File: config.mk
export PLATFORM = sky130hd
export DESIGN_NAME = led_pattern_seq
export DESIGN_NICKNAME = d
export VERILOG_FILES = /design/src/rtl/led_pattern_seq.sv
export SDC_FILE = /design/constraint.sdc
export NUM_CORES = 1
export LEC_CHECK = 0
export CAP_MARGIN = 20
export CORE_MARGIN = 5
export CORE_UTILIZATION = 63
export DETAILED_ROUTE_END_ITERATION = 8
export GPL_TIMING_DRIVEN = 0
export PLACE_DENSITY = 0.84
export SYNTH_ARGS = -nofsm -noshare
export SYNTH_HDL_FRONTEND = slang
export SYNTH_SLANG_ARGS = --single-unit
File: constraint.sdc
create_clock -name clk -period 2.85 [get_ports clk]
set_input_delay 0.4275 -clock clk [delete_from_list [all_inputs] [get_ports clk]]
set_output_delay 0.4275 -clock clk [all_outputs]
set_load 0.05 [all_outputs]
File: src/rtl/led_pattern_seq.sv
// Tick-driven LED pattern sequencer with a debounced mode button (SHIFT/BOUNCE/COUNT/BLINK).
// Optional LED_ACTIVE_LOW_EN inverts the LED drive for current-sinking boards.
module led_pattern_seq #(
  parameter int LED_COUNT       = 6,
  parameter int DEBOUNCE_CYCLES = 270_000
) (
  input  logic                 clk,
  input  logic                 rst,
  input  logic                 tick,
  input  logic                 btn,
  output logic [LED_COUNT-1:0] led,
  output logic [1:0]           mode
);

  localparam int CNT_W = (DEBOUNCE_CYCLES > 1) ? $clog2(DEBOUNCE_CYCLES) : 1;
  localparam logic [CNT_W-1:0] CNT_LAST = CNT_W'(DEBOUNCE_CYCLES - 1);
  localparam logic [LED_COUNT-1:0] PAT_ONE = LED_COUNT'(1);

  typedef enum logic [1:0] {
    M_SHIFT  = 2'd0,
    M_BOUNCE = 2'd1,
    M_COUNT  = 2'd2,
    M_BLINK  = 2'd3
  } mode_t;

  function automatic logic [LED_COUNT-1:0] init_pattern(input mode_t m);
    case (m)
      M_SHIFT, M_BOUNCE: init_pattern = PAT_ONE;
      default:           init_pattern = '0;
    endcase
  endfunction

  function automatic logic [LED_COUNT-1:0] led_drive(input logic [LED_COUNT-1:0] p);
`ifdef LED_ACTIVE_LOW_EN
    led_drive = ~p;
`else
    led_drive = p;
`endif
  endfunction

  logic                 sync1_q, btn_s_q;
  logic                 stable_q, stable_d;
  logic [CNT_W-1:0]     cnt_q, cnt_d;
  logic                 press_q, press_d;
  mode_t                mode_q, mode_d;
  logic [LED_COUNT-1:0] pattern_q, pattern_d;
  logic                 dir_up_q, dir_up_d;
  logic [LED_COUNT-1:0] led_q, led_d;

  // Debounce: accept a change only after it has persisted DEBOUNCE_CYCLES cycles.
  always_comb begin
    stable_d = stable_q;
    cnt_d    = cnt_q;
    press_d  = 1'b0;
    if (btn_s_q != stable_q) begin
      if (cnt_q == CNT_LAST) begin
        stable_d = btn_s_q;
        cnt_d    = '0;
        press_d  = btn_s_q;
      end else begin
        cnt_d = cnt_q + CNT_W'(1);
      end
    end else begin
      cnt_d = '0;
    end
  end

  // Mode advance and pattern step; a press on the same cycle as a tick wins.
  always_comb begin
    mode_d    = mode_q;
    pattern_d = pattern_q;
    dir_up_d  = dir_up_q;
    if (press_q) begin
      mode_d    = mode_t'(mode_q + 2'd1);
      pattern_d = init_pattern(mode_d);
      dir_up_d  = 1'b1;
    end else if (tick) begin
      case (mode_q)
        M_SHIFT:  pattern_d = {pattern_q[LED_COUNT-2:0], pattern_q[LED_COUNT-1]};
        M_BOUNCE: begin
          if (dir_up_q) begin
            if (pattern_q[LED_COUNT-1]) begin
              pattern_d = pattern_q >> 1;
              dir_up_d  = 1'b0;
            end else begin
              pattern_d = pattern_q << 1;
            end
          end else begin
            if (pattern_q[0]) begin
              pattern_d = pattern_q << 1;
              dir_up_d  = 1'b1;
            end else begin
              pattern_d = pattern_q >> 1;
            end
          end
        end
        M_COUNT:  pattern_d = pattern_q + PAT_ONE;
        M_BLINK:  pattern_d = ~pattern_q;
        default:  pattern_d = pattern_q;
      endcase
    end else begin
      pattern_d = pattern_q;
    end
    led_d = led_drive(pattern_d);
  end

  // State registers; led_q mirrors pattern_d so the LEDs move on the tick edge.
  always_ff @(posedge clk or posedge rst) begin
    if (rst) begin
      sync1_q   <= 1'b0;
      btn_s_q   <= 1'b0;
      stable_q  <= 1'b0;
      cnt_q     <= '0;
      press_q   <= 1'b0;
      mode_q    <= M_SHIFT;
      pattern_q <= PAT_ONE;
      dir_up_q  <= 1'b1;
      led_q     <= led_drive(PAT_ONE);
    end else begin
      sync1_q   <= btn;
      btn_s_q   <= sync1_q;
      stable_q  <= stable_d;
      cnt_q     <= cnt_d;
      press_q   <= press_d;
      mode_q    <= mode_d;
      pattern_q <= pattern_d;
      dir_up_q  <= dir_up_d;
      led_q     <= led_d;
    end
  end

  assign led  = led_q;
  assign mode = mode_q;

endmodule

==> impl_metrics.csv <==
group,metric,value,unit
final_layout,fillCellCount,209,
synth,synth.distinct_cells,46,
sta,hold_violations,0,
sta,fin_crit,2.21,ns
sta,drv_slew,0,
route,drt-wirelength-per-cell,16.1,µm
final_layout,finalNetCount,229,
synth,async_reset_ff_share,100,%
power_and_ir_drop,leakage,0.894,nW
cts,cts_buffer_depth,2,
sta,setup_violations,0,
route,drtIter0Drc,130,
critical_path,rr_worst_depth,6,
power_and_ir_drop,power_density,444,nW/µm²
critical_path,r2r_end,"cnt_q[15]$_DFF_PP0_",
sta,timing.hold.ws,0.373,ns
sta,rsz0062_at_grt,"false",
floorplanning,rows,19,
synth,syn_inst,199,
global_route,first_global_vias,1572,
outcome,status,"finished clean",
global_route,grt_max_degree,27,
global_route,grt_pass1_wl,7140,µm
critical_path,critPathRequiredTime,3.07,ns
cts,insertion_delay,0.33,ns
flow_run,max_cap_viol_count,0,
final_layout,area_growth,12.4,%
sta,relSlewSlack,62.8,%
sta,min_period_over_period,77.6,%
critical_path,startpoint,"cnt_q[0]$_DFF_PP0_",
route,via_per_inst,6.46,
route,routed_wl,4040,µm
sta,fin_setup_tns,0,ns
cts,clock_sinks,32,
synth,ys.warnings.count,0,
route,ant_nets,0,
placement,dp_hpwl,2860,µm
floorplanning,start_util,67.0,%
global_route,grt_overflow,0,
critical_path,cp_max_fo,10,
sta,worstMarginPinSlew,0.556,ns
final_layout,post_route_cells_drive_above_1_share,7.76,%
cts,cts_tree,"done",
power_and_ir_drop,peakVddDrop,0.349,mV
cts,htreeDepth,2,
route,dr.pass1.iters,4,
cts,cts_buffers,5,
placement,dp_slack,0.644,ns
global_route,antenna_found_initial,0,
cts,cts_setup_buffers,0,
critical_path,cp.arrival,2.43,ns
sta,finalWorstSetupSlack,0.640,ns
placement,dp_cells,242,
synth,synth_nets,210,
synth,synth-edff-count,0,
cts,clk_pin_slew,0.10,ns
floorplanning,core,2830,µm²
floorplanning,die_y,64.8,µm
floorplanning,die_w,64.8,µm
synth,synth.cell_area,1890,µm²
synth,ys_ff_latch,32,
floorplanning,die_area,4200,µm²
critical_path,cp-endpoint,"cnt_q[15]$_DFF_PP0_",
critical_path,r2r_start,"cnt_q[0]$_DFF_PP0_",
critical_path,endpoint_kind,"flop",
global_route,gr-usage-all-layers,21.9,%
sta,clock.fmax,452,MHz
placement,numPortBuffers,11,
cts,holdBufCountCts,0,
route,dr_total_vias,1616,
critical_path,critPathKind,"reg2reg",
synth,synth.avg_cell_area,9.52,µm²
cts,cts_root_buf,"clkbuf_4",
sta,fin_skew,0.00815,ns
floorplanning,ios,12,
critical_path,r2r_slack,0.64,ns
route,drc,0,
synth,ys_seq_area_share,42.4,%
final_layout,fin_cells,250,
worst_hold_path,hold_class,"in2async",
placement,routabilityCongestion,0.917,
critical_path,startpoint_type,"flop",
cts,ctsResizeCount,0,
synth,synth_flop_cell,"dfrtp_1",
final_layout,antennaDiodeCount,0,
-- metrics by stage --
step	total power, W	utilization, %	area [µm²]
2_1_floorplan	0.000619	-	1890
3_3_place_gp	0.000669	72.2	2040
3_5_place_dp	0.000680	73.2	2070
4_1_cts	0.000949	75.3	2130
5_1_grt	0.000999	75.3	2130
6_report	0.000945	75.3	2130
-- synthesized netlist by cell type (2+ instances only) --
library cell | number | area (µm²)
nand4_1 | 6 | 37.5
nor4_1 | 5 | 31.3
nand2b_1 | 5 | 31.3
nor2_1 | 18 | 67.6
nand3b_1 | 3 | 22.5
xor2_1 | 9 | 78.8
or3_1 | 4 | 25.0
dfstp_2 | 2 | 52.6
ha_1 | 7 | 87.6
nor2b_1 | 2 | 12.5
and3_1 | 4 | 25.0
nand2_1 | 8 | 30.0
nor3_1 | 3 | 15.0
and4_1 | 3 | 26.3
o21ai_0 | 7 | 35.0
xnor2_1 | 8 | 70.1
or4_1 | 3 | 22.5
a21boi_0 | 2 | 15.0
buf_2 | 3 | 15.0
o31ai_1 | 2 | 15.0
nand3_1 | 13 | 65.1
o211ai_1 | 3 | 22.5
a21oi_1 | 7 | 35.0
a31oi_1 | 3 | 18.8
clkbuf_1 | 8 | 30.0
o311ai_0 | 2 | 17.5
nor3b_1 | 2 | 15.0
dfrtp_1 | 30 | 751
inv_1 | 10 | 37.5
-- kinds of logic (layout without fill, tap and decap cells) --
kind of cell,Yosys count,in the layout,synth area share [%]
AOI/OAI and AO/OA,37,37,14.2
xor gates and xnor gates,17,17,7.86
adders and majority gates,7,7,4.62
buffers and inverters,21,41,4.36
DFF,32,32,42.4
muxes,2,2,1.12
and+or+nand+nor,83,83,25.4
-- power breakdown --
group / internal (W) / leakage, nW / switching, W / total (W)
clock: 0.000122 / 0.0326 / 0.000150 / 0.000272
combinational: 0.0000622 / 0.438 / 0.000115 / 0.000178
sequential: 0.000473 / 0.424 / 0.0000223 / 0.000495
-- flip-flops by register name, summed over array words and instances, names as in the netlist --
name	cells
btn_s_q	1
cnt_q	19
dir_up_q	1
led	6
mode	2
press_q	1
stable_q	1
sync1_q	1
-- worst min path at each step --
stage	start	to	slack [ns]	depth (start not counted)
after global placement	sync1_q$_DFF_PP0_	btn_s_q$_DFF_PP0_	0.34	0
final	rst	led[2]$_DFFE_PP0P_	0.37	2
after floorplan	sync1_q$_DFF_PP0_	btn_s_q$_DFF_PP0_	0.33	0
after CTS	sync1_q$_DFF_PP0_	btn_s_q$_DFF_PP0_	0.37	0
after detailed placement	sync1_q$_DFF_PP0_	btn_s_q$_DFF_PP0_	0.34	0
after global routing	rst	led[2]$_DFFE_PP0P_	0.37	2
-- per-layer routing --
layer / track usage (%) / share of wire, % / wire [µm] / vias to the layer above
met1: 29.6 / 46 / 1870 / 794
met5: 0 / 0 / 0 / -
li1: - / - / - / 765
met3: 7.08 / 6.6 / 266 / 7
met2: 31.7 / 46 / 1860 / 50
met4: 10.6 / 0.99 / 40 / 0
-- cells in the final DEF (no fill, tap or decap), drive strengths merged, types with 8 or more instances in the layout --
cell and instances:
clkbuf 16, clkdlybuf4s50 11, dfrtp 30, inv 10, nand2 8, nand3 14, nand4 8, nor2 18
xnor2 8, xor2 9
-- worst max-delay path: stages (launching register included) --
cell and delay, ns:
dfrtp_1 0.46, ha_1 0.26, and4_1 0.27, nand2_1 0.12, o41ai_4 0.59, buf_2 0.33, nor2_1 0.07
-- area by class of cell --
| class | instances | area [µm²] | area share (%) |
|---|---|---|---|
| clock buffer | 8 | 58.8 | 2.76 |
| timing repair buffer | 12 | 138 | 6.46 |
| inverter | 10 | 37.5 | 1.76 |
| buffer | 11 | 45.0 | 2.12 |
| tap | 31 | 38.8 | 1.82 |
| multi-input combinational | 146 | 1010 | 47.4 |
| sequential | 32 | 803 | 37.7 |
(Power assumes the default switching activity.)
